$ cat src/rtl/fre_div_pkg.sv
// Shared types and defaults for the programmable lw/hw clock divider.
// Build option: FRE_DIV_HALF_CYCLE_EN adds the half-cycle duty trim.
package fre_div_pkg;

    typedef enum logic [1:0] {
        IDLE = 2'd0,
        LOW  = 2'd1,
        HIGH = 2'd2
    } state_e;

    localparam int LW_DEF_C = 2;
    localparam int HW_DEF_C = 3;

    // Both phase lengths must be nonzero; callers zero-extend their CW-bit fields.
    function automatic logic cfg_ok(input logic [31:0] lw, input logic [31:0] hw);
        return (lw != 32'd0) && (hw != 32'd0);
    endfunction

endpackage

$ cat src/rtl/fre_div_prog_if.sv
// Config port of the divider: cfg_valid/cfg_ready request plus error pulse.
// Build option: FRE_DIV_HALF_CYCLE_EN adds cfg_half.
interface fre_div_prog_if #(
    parameter int CW = 8
);
    // A request transfers on a posedge where cfg_valid & cfg_ready are both high;
    // the master holds cfg_lw/cfg_hw stable while cfg_valid is high and not yet taken.
    logic          cfg_valid;
    logic          cfg_ready;
    logic [CW-1:0] cfg_lw;
    logic [CW-1:0] cfg_hw;
    logic          cfg_err;
`ifdef FRE_DIV_HALF_CYCLE_EN
    logic          cfg_half;

    modport master (output cfg_valid, cfg_lw, cfg_hw, cfg_half, input cfg_ready, cfg_err);
    modport slave  (input cfg_valid, cfg_lw, cfg_hw, cfg_half, output cfg_ready, cfg_err);
`else
    modport master (output cfg_valid, cfg_lw, cfg_hw, input cfg_ready, cfg_err);
    modport slave  (input cfg_valid, cfg_lw, cfg_hw, output cfg_ready, cfg_err);
`endif
endinterface

$ cat src/rtl/fre_div_cfg_shadow.sv
// Shadow/active count registers with a single pending slot for new configs.
// Build option: FRE_DIV_HALF_CYCLE_EN also carries the half-cycle flag.
module fre_div_cfg_shadow
    import fre_div_pkg::*;
#(
    parameter int CW     = 8,
    parameter int LW_DEF = LW_DEF_C,
    parameter int HW_DEF = HW_DEF_C
) (
    input  logic          clk,
    input  logic          rst_n,
    fre_div_prog_if.slave cfg,
    input  logic          i_boundary,
`ifdef FRE_DIV_HALF_CYCLE_EN
    output logic          o_act_half,
`endif
    output logic [CW-1:0] o_act_lw,
    output logic [CW-1:0] o_act_hw
);

    logic          r_pending;
    logic          r_err;
    logic [CW-1:0] r_sh_lw;
    logic [CW-1:0] r_sh_hw;
    logic [CW-1:0] r_act_lw;
    logic [CW-1:0] r_act_hw;
    logic          w_fire;
    logic          w_ok;

    assign w_fire = cfg.cfg_valid & ~r_pending;

`ifdef FRE_DIV_HALF_CYCLE_EN
    logic r_sh_half;
    logic r_act_half;

    // A half-cycle trim needs at least one full low cycle to borrow from.
    assign w_ok = cfg_ok(32'(cfg.cfg_lw), 32'(cfg.cfg_hw))
                  & ~(cfg.cfg_half & (cfg.cfg_lw == CW'(1)));

    always_ff @(posedge clk or negedge rst_n) begin
        if (!rst_n) begin
            r_sh_half  <= 1'b0;
            r_act_half <= 1'b0;
        end else if (i_boundary && r_pending) begin
            r_act_half <= r_sh_half;
        end else if (w_fire && w_ok) begin
            r_sh_half  <= cfg.cfg_half;
        end
    end

    assign o_act_half = r_act_half;
`else
    assign w_ok = cfg_ok(32'(cfg.cfg_lw), 32'(cfg.cfg_hw));
`endif

    // Apply and accept never coincide: apply needs pending set, accept needs it clear.
    always_ff @(posedge clk or negedge rst_n) begin
        if (!rst_n) begin
            r_pending <= 1'b0;
            r_err     <= 1'b0;
            r_sh_lw   <= CW'(LW_DEF);
            r_sh_hw   <= CW'(HW_DEF);
            r_act_lw  <= CW'(LW_DEF);
            r_act_hw  <= CW'(HW_DEF);
        end else begin
            r_err <= w_fire & ~w_ok;
            if (i_boundary && r_pending) begin
                r_act_lw  <= r_sh_lw;
                r_act_hw  <= r_sh_hw;
                r_pending <= 1'b0;
            end else if (w_fire && w_ok) begin
                r_sh_lw   <= cfg.cfg_lw;
                r_sh_hw   <= cfg.cfg_hw;
                r_pending <= 1'b1;
            end
        end
    end

    assign cfg.cfg_ready = ~r_pending;
    assign cfg.cfg_err   = r_err;
    assign o_act_lw      = r_act_lw;
    assign o_act_hw      = r_act_hw;

endmodule

$ cat src/rtl/fre_div_prog.sv
// Runtime-programmable divider: out_div low for LW cycles then high for HW cycles.
// Build option: FRE_DIV_HALF_CYCLE_EN stretches the high phase by half a clk period.
module fre_div_prog
    import fre_div_pkg::*;
#(
    parameter int CW     = 8,
    parameter int LW_DEF = LW_DEF_C,
    parameter int HW_DEF = HW_DEF_C
) (
    input  logic          clk,
    input  logic          rst_n,
    input  logic          en,
    fre_div_prog_if.slave cfg,
    output logic          out_div,
    output logic          tick_rise,
    output logic          period_done,
    output logic          busy,
    output state_e        dbg_state
);

    state_e        r_state;
    logic [CW-1:0] r_cnt;
    logic          r_out;
    logic          r_tick;
    logic          r_pdone;
    logic [CW-1:0] w_act_lw;
    logic [CW-1:0] w_act_hw;
    logic [CW-1:0] w_cnt_inc;
    logic          w_low_end;
    logic          w_high_end;
    logic          w_boundary;

    assign w_cnt_inc  = r_cnt + CW'(1);
    assign w_low_end  = (r_cnt >= w_act_lw);
    assign w_high_end = (r_cnt >= w_act_hw);
    // Counts may only change while idle or on the edge that closes a period.
    assign w_boundary = (r_state == IDLE) | ((r_state == HIGH) & w_high_end);

    fre_div_cfg_shadow #(
        .CW     (CW),
        .LW_DEF (LW_DEF),
        .HW_DEF (HW_DEF)
    ) u_shadow (
        .clk        (clk),
        .rst_n      (rst_n),
        .cfg        (cfg),
        .i_boundary (w_boundary),
`ifdef FRE_DIV_HALF_CYCLE_EN
        .o_act_half (w_act_half),
`endif
        .o_act_lw   (w_act_lw),
        .o_act_hw   (w_act_hw)
    );

    always_ff @(posedge clk or negedge rst_n) begin
        if (!rst_n) begin
            r_state <= IDLE;
            r_cnt   <= '0;
            r_out   <= 1'b0;
            r_tick  <= 1'b0;
            r_pdone <= 1'b0;
        end else if (!en) begin
            r_state <= IDLE;
            r_cnt   <= '0;
            r_out   <= 1'b0;
            r_tick  <= 1'b0;
            r_pdone <= 1'b0;
        end else begin
            r_tick  <= 1'b0;
            r_pdone <= 1'b0;
            case (r_state)
                IDLE: begin
                    r_state <= LOW;
                    r_cnt   <= CW'(1);
                    r_out   <= 1'b0;
                end
                LOW: begin
                    if (!w_low_end) begin
                        r_cnt <= w_cnt_inc;
                    end else begin
                        r_state <= HIGH;
                        r_cnt   <= CW'(1);
                        r_out   <= 1'b1;
                        r_tick  <= 1'b1;
                        r_pdone <= (w_act_hw == CW'(1));
                    end
                end
                HIGH: begin
                    if (!w_high_end) begin
                        r_cnt   <= w_cnt_inc;
                        r_pdone <= (w_cnt_inc == w_act_hw);
                    end else begin
                        r_state <= LOW;
                        r_cnt   <= CW'(1);
                        r_out   <= 1'b0;
                    end
                end
                default: begin
                    r_state <= IDLE;
                    r_cnt   <= '0;
                    r_out   <= 1'b0;
                end
            endcase
        end
    end

`ifdef FRE_DIV_HALF_CYCLE_EN
    logic w_act_half;
    logic r_half_ext;

    // Falls half a period after r_out, so the OR delays only the falling edge.
    always_ff @(negedge clk or negedge rst_n) begin
        if (!rst_n) r_half_ext <= 1'b0;
        else        r_half_ext <= r_out & w_act_half;
    end

    assign out_div = r_out | r_half_ext;
`else
    assign out_div = r_out;
`endif

    assign tick_rise   = r_tick;
    assign period_done = r_pdone;
    assign busy        = (r_state != IDLE);
    assign dbg_state   = r_state;

endmodule
$ cat src/flat_wrapper.sv
// flat-port wrapper written by rule: the top's interface ports become plain ports
module fre_div_prog_flat import fre_div_pkg::*;
#(
    parameter int CW     = 8,
    parameter int LW_DEF = LW_DEF_C,
    parameter int HW_DEF = HW_DEF_C
)
  (clk, rst_n, en, out_div, tick_rise, period_done, busy, dbg_state, cfg_cfg_valid, cfg_cfg_lw, cfg_cfg_hw, cfg_cfg_ready, cfg_cfg_err);
  fre_div_prog_if #(.CW(CW)) cfg_i ();
  input  logic clk;
  input  logic rst_n;
  input  logic en;
  output logic out_div;
  output logic tick_rise;
  output logic period_done;
  output logic busy;
  output state_e dbg_state;
  input wire logic [$bits(cfg_i.cfg_valid)-1:0] cfg_cfg_valid;
  input wire logic [$bits(cfg_i.cfg_lw)-1:0] cfg_cfg_lw;
  input wire logic [$bits(cfg_i.cfg_hw)-1:0] cfg_cfg_hw;
  output wire logic [$bits(cfg_i.cfg_ready)-1:0] cfg_cfg_ready;
  output wire logic [$bits(cfg_i.cfg_err)-1:0] cfg_cfg_err;
  assign cfg_i.cfg_valid = cfg_cfg_valid;
  assign cfg_i.cfg_lw = cfg_cfg_lw;
  assign cfg_i.cfg_hw = cfg_cfg_hw;
  assign cfg_cfg_ready = cfg_i.cfg_ready;
  assign cfg_cfg_err = cfg_i.cfg_err;
  fre_div_prog #(.CW(CW), .LW_DEF(LW_DEF), .HW_DEF(HW_DEF)) u_core (.clk(clk), .rst_n(rst_n), .en(en), .cfg(cfg_i), .out_div(out_div), .tick_rise(tick_rise), .period_done(period_done), .busy(busy), .dbg_state(dbg_state));
endmodule
$ cat config.mk
export PLATFORM = sky130hd
export DESIGN_NAME = fre_div_prog_flat
export DESIGN_NICKNAME = d
export VERILOG_FILES = /design/src/rtl/fre_div_pkg.sv /design/src/rtl/fre_div_prog_if.sv /design/src/rtl/fre_div_cfg_shadow.sv /design/src/rtl/fre_div_prog.sv /design/src/flat_wrapper.sv
export SDC_FILE = /design/constraint.sdc
export NUM_CORES = 1
export LEC_CHECK = 0
export CAP_MARGIN = 20
export CORE_AREA = 8 8 86 126
export DETAILED_ROUTE_END_ITERATION = 16
export DIE_AREA = 0 0 94 134
export GPL_TIMING_DRIVEN = 0
export REMOVE_ABC_BUFFERS = 1
export SETUP_SLACK_MARGIN = 0.5
export SLEW_MARGIN = 10
export SYNTH_ARGS = -nofsm -noshare
export SYNTH_HDL_FRONTEND = slang
export SYNTH_HIERARCHICAL = 1
export SYNTH_SLANG_ARGS = --single-unit
$ cat constraint.sdc
create_clock -name clk -period 6.95 [get_ports clk]
set_clock_uncertainty 0.2 [all_clocks]
set_input_delay 1.7375 -clock clk [delete_from_list [all_inputs] [get_ports clk]]
set_output_delay 1.7375 -clock clk [all_outputs]
set_load 0.1 [all_outputs]
==> summary.md <==
| Metric | Value |
|---|---|
| Tcrit/Tclk final | 0.606 |
| CTS Buffer Depth | 2 |
| Via density per instance | 4.74 |
| Total wire length | 5.19 mm |
| WL/cell | 14.4 um |
| Clk pin slew, worst setup/hold paths | 70 ps |
| Leak | 1.43 nW |
| Pwr dens | 408 nW/um2 |
| Unrepaired setup endpoints after global routing | no |
| I/O Buffers | 27 |
| Synth-to-Final Area Change | 21.1% |
| CTS tree | yes |
| DR pass1 iterations | 5 |
| Grt total ovfl | 0 |
| Remaining DRCs | 0 |
| Hold Buf Count CTS | 0 |
| Seq. cell area | 1180 um2 |
| Die height | 134 um |
| Final Max Slew Viols | 0 |
| Slew @ Worst Pin | 983 ps |
| Critical Path Slowest Stage Cell | clkdlybuf4s50_1 |
| ANT cells | 0 |
| Total Neg Setup Slack | 0 ps |
| Worst VDD drop | 0.000268 V |
| Global-route wire length before repair | 8.84 mm |
| CP Buf/Inv Count | 3 |
| Largest net degree at the start of global routing | 36 |
| Synth top area cells | dfrtp_1 39%, ha_1 11%, mux2_2 10% |
| Synth Register Bits | 47 |
| Final Total Pwr | 1.28 mW |
| CTS resizes | 0 |
| Worst-Skew Late Latency | 290 ps |
| Multi-input gate area | 1310 um2 |
| Most common cell in the netlist | dfrtp_1 |
| Distinct cells, synth | 44 |
| Post-synth EDFFs | 0 |
| Critical path peak fanout | 6 |
| Synthesized area | 2600 um2 |
| Ys Warns | 6 |
| Startpoint types | register |
| Post-DP HPWL | 4.13 mm |
| Tmin final | 4210 ps |
| Vias | 1705 |
| Slowest stage delay, CP | 1120 ps |
| H-tree levels | 2 |
| Worst Hold Class | register to register |
| Req. time, crit path | 5010 ps |
| GRT Total Usage | 0.0893 |
| Async SR Flop Fraction | 1.00 |
| CTS buffer count | 5 |
| Post-synth top area share | 0.395 |
| Iter 0 DRT Violations | 54 |
| CP Capture Type | output pin |
| Postcts setup bufs | 0 |
| Status | complete, no violations |
| Cells after Synth | 214 |
| Cells along the critical path | inv_1 > ha_1 > inv_1 > clkdlybuf4s50_1 |
| Starting Density | 0.288 |
| Post-synth top flop | dfrtp_1 |
| Initial antenna violation count | 0 |
| Clock sinks | 47 |
| Full die area | 12600 um2 |
| Final Hold Viols | 0 |
| Syn Area/Cell | 12.1 um2 |
| Finish-stage setup viols | 0 |
| Num rows | 43 |
| CP top delay family | buffers and inverters |
| Root Driver | clkbuf_16 |
| Die Width | 94 um |
| RePlAce Congestion | 0.786 |
| CORE AREA | 9040 um2 |
| Crit Path Class | register to output pin |
| WP data arrival | 2270 ps |
| Maxcap violations | 0 |
| Share of cells above drive strength 1 | 0.230 |
| IO Pins | 28 |
| Sequential element share of the synthesized area | 0.455 |
| Fin nets | 289 |
| Most common cell on crit path | inv_1 |
| Post-synth top area cell | dfrtp_1 |
| Post-synth top cells | 41 x dfrtp_1, 23 x inv_1, 23 x mux2_2, 22 x ha_1, 10 x nor2_1 |
| Peak Freq | 238 MHz |
| Number of fillers in the final layout | 932 |
| Slew headroom | 0.343 |
| Post-DRT Antenna Nets | 0 |
| Vias in the first global route | 1852 |
final cells by class:
cell class / count / area share
multi-input cells: 142 / 0.414
well taps: 112 / 0.0445
inverters: 23 / 0.0274
clock buffers: 5 / 0.0397
flip-flops and latches: 47 / 0.376
repair buffers: 28 / 0.0906
clock inverters: 3 / 0.00755
registers in the layout (all words and copies together), names as in the netlist:
signal / cells
u_core/dbg_state: 2
u_core/out_div: 1
u_core/period_done: 1
u_core/r_cnt: 8
u_core/tick_rise: 1
u_core/u_shadow/cfg.cfg_err: 1
u_core/u_shadow/o_act_hw: 8
u_core/u_shadow/o_act_lw: 8
u_core/u_shadow/r_pending: 1
u_core/u_shadow/r_sh_hw: 8
u_core/u_shadow/r_sh_lw: 8
where the power goes:
part / internal, mW / switching [mW]
clock: 0.134 / 0.108
sequential: 0.395 / 0.0815
combinational: 0.273 / 0.293
total: 0.803 / 0.482
worst reg2reg max path, stage by stage (launching register included):
cell       delay (ps)
dfrtp_1           460
inv_1             140
ha_1              330
nand2b_4          150
a2111oi_4         400
o31ai_1           120
a21o_1            230
nand2_1           510
mux2_2            410
through the flow:
step	setup WS [ps]	instance area, um2	util	cells	hold WS (ps)
floorplan	3020	2570	-	212	275
global placement	2610	2990	0.330	351	288
detailed placement	2980	3000	0.332	352	292
CTS	2710	3150	0.348	360	305
global route	2630	3150	0.348	360	321
finish	2740	3150	0.348	360	301
cells by family (layout without fill, tap and decap cells):
family / count (synthesis) / in the layout / share of synthesized area
adders and majority gates: 22 / 22 / 0.106
xor gates and xnor gates: 13 / 13 / 0.0496
and+or+nand+nor: 44 / 44 / 0.100
muxes: 33 / 33 / 0.155
DFF: 47 / 47 / 0.455
buffers and inverters: 25 / 59 / 0.0428
AOI/OAI and AO/OA: 30 / 30 / 0.0910
cells in the final DEF, fill, tap and decap left out, types with 8 or more instances in the layout:
cell type / netlist / routed
clkdlybuf4s50_1: 0 / 26
dfrtp_1: 41 / 41
ha_1: 22 / 22
inv_1: 23 / 23
mux2_2: 23 / 23
mux2_4: 9 / 9
nand2_1: 8 / 8
nor2_1: 10 / 10
xnor2_1: 8 / 8
final timing paths:
kind / start / to / slack (ps) / cells past startpoint
max: u_core/dbg_state[0] / busy / 2740 / 4
min: u_core/u_shadow/r_sh_lw[7] / u_core/u_shadow/o_act_lw[7] / 300 / 1
max reg2reg: u_core/r_cnt[0] / u_core/u_shadow/o_act_lw[3] / 3880 / 8
min reg2reg: u_core/u_shadow/r_sh_lw[7] / u_core/u_shadow/o_act_lw[7] / 300 / 1
max in group asynchronous: rst_n / u_core/u_shadow/o_act_hw[0] / 4870 / 2
min in group asynchronous: rst_n / u_core/u_shadow/r_sh_lw[5] / 1130 / 1
metal layers:
layer | global-route usage | vias up | share of wire | wire length, um
met3 | 0.0162 | 10 | 0.029 | 150
met5 | 0 | - | 0 | 0
met2 | 0.154 | 33 | 0.53 | 2750
met1 | 0.0977 | 834 | 0.41 | 2120
met4 | 0.0558 | 0 | 0.033 | 170
li1 | - | 828 | - | -
(Power assumes the default switching activity.)
